File: src/rtl/nn_stream_loader.sv
// Stream loader: decodes command headers from a 32-bit valid/ready word stream
// and turns each command's data words into registered memory write strobes.
module nn_stream_loader #(
  parameter int NU_COUNT       = 4,
  parameter int Q_SIZE         = 16,
  parameter int XY_MEM_DEPTH   = 8,
  parameter int W_MEM_DEPTH    = 8,
  parameter int INST_MEM_DEPTH = 8,
  parameter int INST_MEM_SIZE  = 32,
  parameter int ACT_LUT_DEPTH  = 8
) (
  input  logic                      clk,
  input  logic                      reset,
  input  logic                      s_valid,
  output logic                      s_ready,
  input  logic [31:0]               s_data,
  output logic                      xy_write_enable,
  output logic [XY_MEM_DEPTH-1:0]   xy_write_addr,
  output logic [Q_SIZE-1:0]         xy_write_data,
  output logic [NU_COUNT-1:0]       w_write_enable,
  output logic [W_MEM_DEPTH-1:0]    w_write_addr,
  output logic [Q_SIZE-1:0]         w_write_data,
  output logic                      inst_write_enable,
  output logic [INST_MEM_DEPTH-1:0] inst_write_addr,
  output logic [INST_MEM_SIZE-1:0]  inst_write_data,
  output logic                      act_write_enable,
  output logic [ACT_LUT_DEPTH-1:0]  act_write_addr,
  output logic [Q_SIZE-1:0]         act_write_data,
  output logic                      busy,
  output logic                      done,
  output logic                      error
);

  typedef enum logic [1:0] {IDLE, LOAD, DRAIN} state_e;

  localparam logic [1:0] TGT_XY   = 2'b00;
  localparam logic [1:0] TGT_W    = 2'b01;
  localparam logic [1:0] TGT_INST = 2'b10;
  localparam logic [1:0] TGT_ACT  = 2'b11;

  state_e state_q, state_d;

  logic [1:0]  target_q;
  logic [5:0]  lane_q;
  logic [11:0] base_q;
  logic [11:0] count_q;
  logic [11:0] idx_q;

  logic                      xyWe_q;
  logic [XY_MEM_DEPTH-1:0]   xyAddr_q;
  logic [Q_SIZE-1:0]         xyData_q;
  logic [NU_COUNT-1:0]       wWe_q;
  logic [W_MEM_DEPTH-1:0]    wAddr_q;
  logic [Q_SIZE-1:0]         wData_q;
  logic                      instWe_q;
  logic [INST_MEM_DEPTH-1:0] instAddr_q;
  logic [INST_MEM_SIZE-1:0]  instData_q;
  logic                      actWe_q;
  logic [ACT_LUT_DEPTH-1:0]  actAddr_q;
  logic [Q_SIZE-1:0]         actData_q;
  logic                      done_q;
  logic                      error_q;

  logic        accept;
  logic [1:0]  hdrTarget;
  logic [5:0]  hdrLane;
  logic [11:0] hdrCount;
  logic        laneBad;
  logic        lastWord;
  logic [11:0] addrSum;
  logic [NU_COUNT-1:0] wLaneMask;

  assign accept    = s_valid && s_ready;
  assign hdrTarget = s_data[31:30];
  assign hdrLane   = s_data[29:24];
  assign hdrCount  = s_data[11:0];
  assign laneBad   = (hdrTarget == TGT_W) && (32'(hdrLane) >= 32'(NU_COUNT));
  assign lastWord  = (idx_q == count_q - 12'd1);
  // 12-bit sum, truncated per target below so writes wrap within each memory
  assign addrSum   = base_q + idx_q;

  always_comb begin
    wLaneMask = '0;
    for (int n = 0; n < NU_COUNT; n++) begin
      wLaneMask[n] = (32'(lane_q) == 32'(n));
    end
  end

  always_ff @(posedge clk) begin
    if (reset) state_q <= IDLE;
    else       state_q <= state_d;
  end

  always_comb begin
    state_d = state_q;
    case (state_q)
      IDLE: begin
        if (accept && hdrCount != 12'd0) state_d = laneBad ? DRAIN : LOAD;
      end
      LOAD, DRAIN: begin
        if (accept && lastWord) state_d = IDLE;
      end
      default: state_d = IDLE;
    endcase
  end

  // Ready never depends on s_valid; every state can take a word
  always_comb begin
    s_ready = 1'b1;
    busy    = 1'b0;
    case (state_q)
      LOAD, DRAIN: busy = 1'b1;
      default:     busy = 1'b0;
    endcase
  end

  always_ff @(posedge clk) begin
    if (reset) begin
      target_q   <= '0;
      lane_q     <= '0;
      base_q     <= '0;
      count_q    <= '0;
      idx_q      <= '0;
      xyWe_q     <= 1'b0;
      xyAddr_q   <= '0;
      xyData_q   <= '0;
      wWe_q      <= '0;
      wAddr_q    <= '0;
      wData_q    <= '0;
      instWe_q   <= 1'b0;
      instAddr_q <= '0;
      instData_q <= '0;
      actWe_q    <= 1'b0;
      actAddr_q  <= '0;
      actData_q  <= '0;
      done_q     <= 1'b0;
      error_q    <= 1'b0;
    end else begin
      xyWe_q   <= 1'b0;
      wWe_q    <= '0;
      instWe_q <= 1'b0;
      actWe_q  <= 1'b0;
      done_q   <= 1'b0;
      if (accept) begin
        case (state_q)
          IDLE: begin
            target_q <= hdrTarget;
            lane_q   <= hdrLane;
            base_q   <= s_data[23:12];
            count_q  <= hdrCount;
            idx_q    <= '0;
            if (hdrCount == 12'd0) done_q <= 1'b1;
            else if (laneBad)      error_q <= 1'b1;
          end
          LOAD: begin
            idx_q <= idx_q + 12'd1;
            if (lastWord) done_q <= 1'b1;
            case (target_q)
              TGT_XY: begin
                xyWe_q   <= 1'b1;
                xyAddr_q <= addrSum[XY_MEM_DEPTH-1:0];
                xyData_q <= s_data[Q_SIZE-1:0];
              end
              TGT_W: begin
                wWe_q   <= wLaneMask;
                wAddr_q <= addrSum[W_MEM_DEPTH-1:0];
                wData_q <= s_data[Q_SIZE-1:0];
              end
              TGT_INST: begin
                instWe_q   <= 1'b1;
                instAddr_q <= addrSum[INST_MEM_DEPTH-1:0];
                instData_q <= s_data[INST_MEM_SIZE-1:0];
              end
              default: begin
                actWe_q   <= 1'b1;
                actAddr_q <= addrSum[ACT_LUT_DEPTH-1:0];
                actData_q <= s_data[Q_SIZE-1:0];
              end
            endcase
          end
          DRAIN: begin
            idx_q <= idx_q + 12'd1;
            if (lastWord) done_q <= 1'b1;
          end
          default: ;
        endcase
      end
    end
  end

  assign xy_write_enable   = xyWe_q;
  assign xy_write_addr     = xyAddr_q;
  assign xy_write_data     = xyData_q;
  assign w_write_enable    = wWe_q;
  assign w_write_addr      = wAddr_q;
  assign w_write_data      = wData_q;
  assign inst_write_enable = instWe_q;
  assign inst_write_addr   = instAddr_q;
  assign inst_write_data   = instData_q;
  assign act_write_enable  = actWe_q;
  assign act_write_addr    = actAddr_q;
  assign act_write_data    = actData_q;
  assign done              = done_q;
  assign error             = error_q;

endmodule
File: config.mk
export PLATFORM = sky130hd
export DESIGN_NAME = nn_stream_loader
export DESIGN_NICKNAME = d
export VERILOG_FILES = /design/src/rtl/nn_stream_loader.sv
export SDC_FILE = /design/constraint.sdc
export NUM_CORES = 1
export LEC_CHECK = 0
export BUFFER_PORTS_ARGS = -buffer_cell sky130_fd_sc_hd__buf_4
export CAP_MARGIN = 30
export CORE_ASPECT_RATIO = 0.5
export CORE_MARGIN = 8
export CORE_UTILIZATION = 39
export CTS_CLUSTER_SIZE = 28
export DETAILED_ROUTE_END_ITERATION = 8
export PLACE_DENSITY = 0.58
export SYNTH_ARGS = -nofsm -noshare
export SYNTH_HDL_FRONTEND = slang
export SYNTH_SLANG_ARGS = --single-unit
File: constraint.sdc
create_clock -name clk -period 5.6 [get_ports clk]
set_clock_uncertainty 0.15 [all_clocks]
set_input_delay 0.28 -clock clk [delete_from_list [all_inputs] [get_ports clk]]
set_output_delay 0.28 -clock clk [all_outputs]
set_load 0.02 [all_outputs]
; Yosys cells after proc, flatten, opt, wreduce, memory -nomap -nowiden
; Cells that the tools add are included.
[word_totals]
regBits = 163
inputBits = 35
[classes]
addsub = 3
magnitude_cmp = 1
eq_ne = 11
reduce_logical = 22
muxes = 12
bitwise_logic = 5
[ops]
columns = cell, count
row1 = case mux 12 bit (2 select lines), 1
row2 = "adder 12 x 1 -> 12 bit, second input constant", 1
row3 = equality test 12 bit, 1
row4 = "equality test 6 x 2 -> 1 bit, second input constant", 2
row5 = zero test 12 bit, 1
row6 = AND reduction 3 bit, 4
row7 = nonzero test 12 bit, 1
row8 = "subtractor 12 x 1 -> 12 bit, second input constant", 1
row9 = adder 8 bit, 1
row10 = "equality test 2 x 1 -> 1 bit, second input constant", 3
row11 = "equality test 6 x 1 -> 1 bit, second input constant", 1
row12 = "greater-or-equal comparator 6 x 3 -> 1 bit, second input constant", 1
row13 = zero test 6 bit, 1
row14 = two-way mux 1 bit, 6
row15 = two-way mux 2 bit, 3
row16 = AND reduction 2 bit, 3
row17 = OR reduction 3 bit, 2
row18 = NOT 1 bit, 5
row19 = "equality test 2 bit, second input constant", 2
row20 = zero test 2 bit, 2
row21 = case mux 2 bit (2 select lines), 1
row22 = AND reduction 4 bit, 1
row23 = OR reduction 2 bit, 2
row24 = OR reduction 4 bit, 1
row25 = 5 further kinds, 7

; Depth between registers and ports, before layout
[depth]
word_depth = 5
ltp_mapped = 10
depth_no_buf = 10

; Worst setup path after synthesis
; OpenSTA, ideal clock, no wires.
[synth_timing]
path_kind = flip-flop to flip-flop
from = register count_q[0]
to = register state_q[0]
period_less_slack_ps = 2421
t_required_ps = 5328
arrival_ps = 2149
path_slack_ps = 3179
stages_incl_launch_ff = 8
cell_sequence = dfxtp_1 -> or4_4 -> or4b_1 -> nand3_1 -> a31oi_1 -> a2111oi_4 -> o211ai_2 -> mux2i_1
[synth_via]
elab_chain_cells = 5
[synth_rtl]
columns = item, line_no
row1 = from (decl), 46  ; logic [11:0] count_q;
row2 = from (signal assigned), 150  ; count_q <= hdrCount;
row3 = subtractor 12 x 1 -> 12 bit, 78  ; assign lastWord = (idx_q == count_q - 12'd1);
row4 = equality test 12 bit, 78
row5 = logical AND 1 bit, 101  ; if (accept && lastWord) state_d = IDLE;
row6 = inequality test 2 x 1 -> 1 bit (no source line), --
row7 = AND reduction 2 bit (no source line), --
row8 = to (signal assigned), 91  ; else state_q <= state_d;
row9 = to (decl), 41  ; state_e state_q, state_d;
; Every way passes these cells.
; A chain may end at the register's enable or synchronous reset.

; Final worst setup path
; Ends and elaborated chain as after synthesis.

==> flow_summary.json <==
{
  "synth_xor_area_frac": 0.0338,
  "cp-start-kind": "flip-flop",
  "synth-compound-area-share": 0.147,
  "drt_iter0_drc": 357,
  "core_area_um2": 16300,
  "fin_ws_ns": 2.99,
  "crit_path_frequent_cell": "mux2i_1",
  "wirelength_mm": 20.1,
  "hold_viol_final": 0,
  "yosysMostFrequentCell": "nand2_1",
  "vias": 6008,
  "clockRootBuffer": "clkbuf_16",
  "path_cells": "inv_1 -> ha_1 -> nor3b_2 -> mux2i_1 -> a2bb2oi_1 -> a211o_1 -> a2111oi_4 -> o211ai_2 -> mux2i_1",
  "wl_per_cell_um": 16.5,
  "cts_buffer_depth": 2,
  "antenna_found_initial": 0,
  "synthSimpleGateAreaFrac": 0.244,
  "cts_buffers": 17,
  "netlist_top_cells_area": "dfxtp_1 50%, nand2_1 16%, a21oi_1 11%, clkbuf_1 2.9%, ha_1 2.3%",
  "critPathKind": "flip-flop to flip-flop",
  "finalSetupViolations": 0,
  "die_y_um": 107,
  "tritoncts": "done",
  "ys_seq_elements": 163,
  "period_needed_ns": 2.61,
  "crit_fanout": 5,
  "insertion_delay_ns": 0.43,
  "fin_tns_setup_ns": 0,
  "avgViaCountPerCell": 4.92,
  "postPlaceCellArea_um2": 7870,
  "ios": 158,
  "final_area_um2": 8740,
  "die_area_um2": 21200,
  "p_per_area_nw_per_um2": 320,
  "cp.required_ns": 5.77,
  "cap_violations": 0,
  "n_antenna_cell": 0,
  "period_share": 0.465,
  "port_buffers": 156,
  "min_path_type": "input port to flip-flop",
  "die_x_um": 198,
  "async_reset_ff_frac": 0,
  "vdd_drop_max_uv": 206,
  "drive_gt1_frac": 0.207,
  "yosysTopAreaCell": "dfxtp_1",
  "synth_ff_type": "dfxtp_1",
  "rsz0062_at_grt": "no",
  "dp_hpwl_mm": 14.2,
  "ys_warn_count": 0,
  "power.total_mw": 2.79,
  "synth_area_per_cell_um2": 7.90,
  "areaGrowthSynthToFinish_pct": 35.0,
  "cts_setup_buffers": 0,
  "first_pass_iters": 4,
  "post-route-drc-count": 0,
  "netlist_area_um2": 6480,
  "overflow": 0,
  "synth_edf_count": 0,
  "worstPathArrival_ns": 2.77,
  "synth_top_family_by_area": "simple AND/OR/NAND/NOR gates",
  "slew_violations": 0,
  "max_stage_delay_ns": 0.42,
  "num_rows": 33,
  "pre_cts_ws_ns": 2.99,
  "hold_ws_ns": 0.0532,
  "grt_max_degree": 85,
  "synth_cells": 820,
  "synth_top_cell_area_share": 0.504,
  "synthAdderAreaFrac": 0.0263,
  "track_usage": 0.188,
  "worst_pin_slew_ns": 0.974,
  "h-tree-depth": 4,
  "start_util": 0.397,
  "status": "finished clean",
  "fin_nets": 1030,
  "cp-end-kind": "flip-flop",
  "reg2reg_from": "count_q[0]$_SDFFE_PP0P_",
  "cp_slowest_cell": "a2111oi_4",
  "cts_sinks": 163,
  "p_leak_nw": 3.41,
  "ys_types": 50,
  "startpoint": "count_q[0]$_SDFFE_PP0P_",
  "min_from": "s_valid",
  "yosys-mux-area-fraction": 0.00483,
  "max_freq_mhz": 384,
  "gp_congestion": 0.817,
  "grt_pass1_wl_mm": 31.7,
  "clk_pin_slew_worst_paths_ns": 0.07,
  "ant_nets": 0,
  "grt_pass1_vias": 5771,
  "synth_common_cells": "279 x nand2_1, 163 x dfxtp_1, 141 x a21oi_1, 50 x clkbuf_1, 36 x nor2_1",
  "synth.net_count": 868,
  "relSlewSlack": 0.351,
  "ys_seq_area_frac": 0.504
}
kinds of logic after synthesis:
| group | count (synthesis) |
|---|---|
| AO/OA/AOI/OAI | 173 |
| buffers and inverters | 66 |
| multiplexers | 3 |
| XOR/XNOR | 25 |
| AND/OR/NAND/NOR | 376 |
| flip-flops | 163 |
| adder cells (fa/ha/maj) | 13 |
| other | 1 |
state kept, by name, summed over array words and instances, names as in the netlist, 2 cells and up:
name	cells
act_write_addr	8
act_write_data	16
base_q	8
count_q	12
idx_q	12
inst_write_addr	8
inst_write_data	32
lane_q	6
state_q	2
target_q	2
w_write_addr	8
w_write_data	16
w_write_enable	4
xy_write_addr	8
xy_write_data	16
metrics by stage:
stage,utilization,std cells
2_1_floorplan,-,820
3_3_place_gp,0.476,1154
3_5_place_dp,0.482,1158
4_1_cts,0.536,1221
5_1_grt,0.536,1221
6_report,0.536,1221
critical path, delay by kind of cell (launching register included):
family	cells	cell delay, ns
AO/OA/AOI/OAI	4	1.06
AND/OR/NAND/NOR	1	0.41
flip-flops	1	0.35
multiplexers	2	0.27
adder cells (fa/ha/maj)	1	0.18
buffers and inverters	1	0.07
cell usage in the layout (no fill, tap or decap), types with 2 or more instances in the layout:
cell type,netlist,final
nor3b_1,2,2
nor4_1,6,6
xor2_1,13,13
inv_6,0,3
buf_16,0,3
inv_1,12,12
nand3_1,10,10
nand4_1,5,5
nor2b_1,4,4
xnor2_1,12,12
or4_1,2,2
nand2b_1,3,3
a21oi_1,141,141
a21o_1,3,3
and3_1,3,3
dlygate4sd3_1,0,32
clkinvlp_4,0,7
nand4b_1,2,2
ha_1,12,12
nor2_1,36,36
clkinv_4,0,2
buf_4,1,161
a31oi_1,3,3
nand2_1,279,279
and2_1,3,2
clkbuf_16,0,17
o21ai_0,8,8
nor3_1,7,6
or3_1,6,6
dfxtp_1,163,163
mux2i_1,2,2
a211oi_1,8,8
per-layer routing:
layer	global-route usage	routed length (um)	vias up
met5	0	0	-
li1	-	-	3035
met2	0.293	9100	141
met1	0.246	9430	2802
met4	0.0668	321	0
met3	0.0544	1290	30
what timing repair did:
| action | 4_1_cts | 5_1_grt |
|---|---|---|
| gates resized for setup | 0 | 0 |
| endpoints found under the hold margin | 100 | 0 |
| setup endpoints to repair | 0 | 0 |
| hold buffers | 32 | 0 |
worst paths after layout:
| path | end | slack [ns] | depth (start not counted) |
|---|---|---|---|
| hold reg to reg | lane_q[3]$_SDFFE_PP0P_ | 0.30 | 2 |
| hold / removal | state_q[1]$_SDFFE_PP0P_ | 0.05 | 3 |
| setup reg to reg | state_q[0]$_SDFFE_PP0P_ | 2.99 | 9 |
| setup / recovery | state_q[0]$_SDFFE_PP0P_ | 2.99 | 9 |
report_power, final:
part	leakage [nW]	total (mW)	switching, mW	internal (mW)
Sequential	1.32	1.25	0.0416	1.21
Clock	0.250	1.13	0.512	0.613
Combinational	1.84	0.420	0.254	0.166
Total	3.41	2.79	0.807	1.99
area by class of cell:
class | instances | area [um2]
Clock buffer | 17 | 425
Clock inverter | 14 | 131
Fill cell | 1558 | 7570
Inverter | 12 | 45.0
Multi-Input combinational cell | 591 | 2970
Sequential cell | 163 | 3260
Tap cell | 227 | 284
Timing Repair Buffer | 197 | 1630
Power figures use the tool's default switching activity.
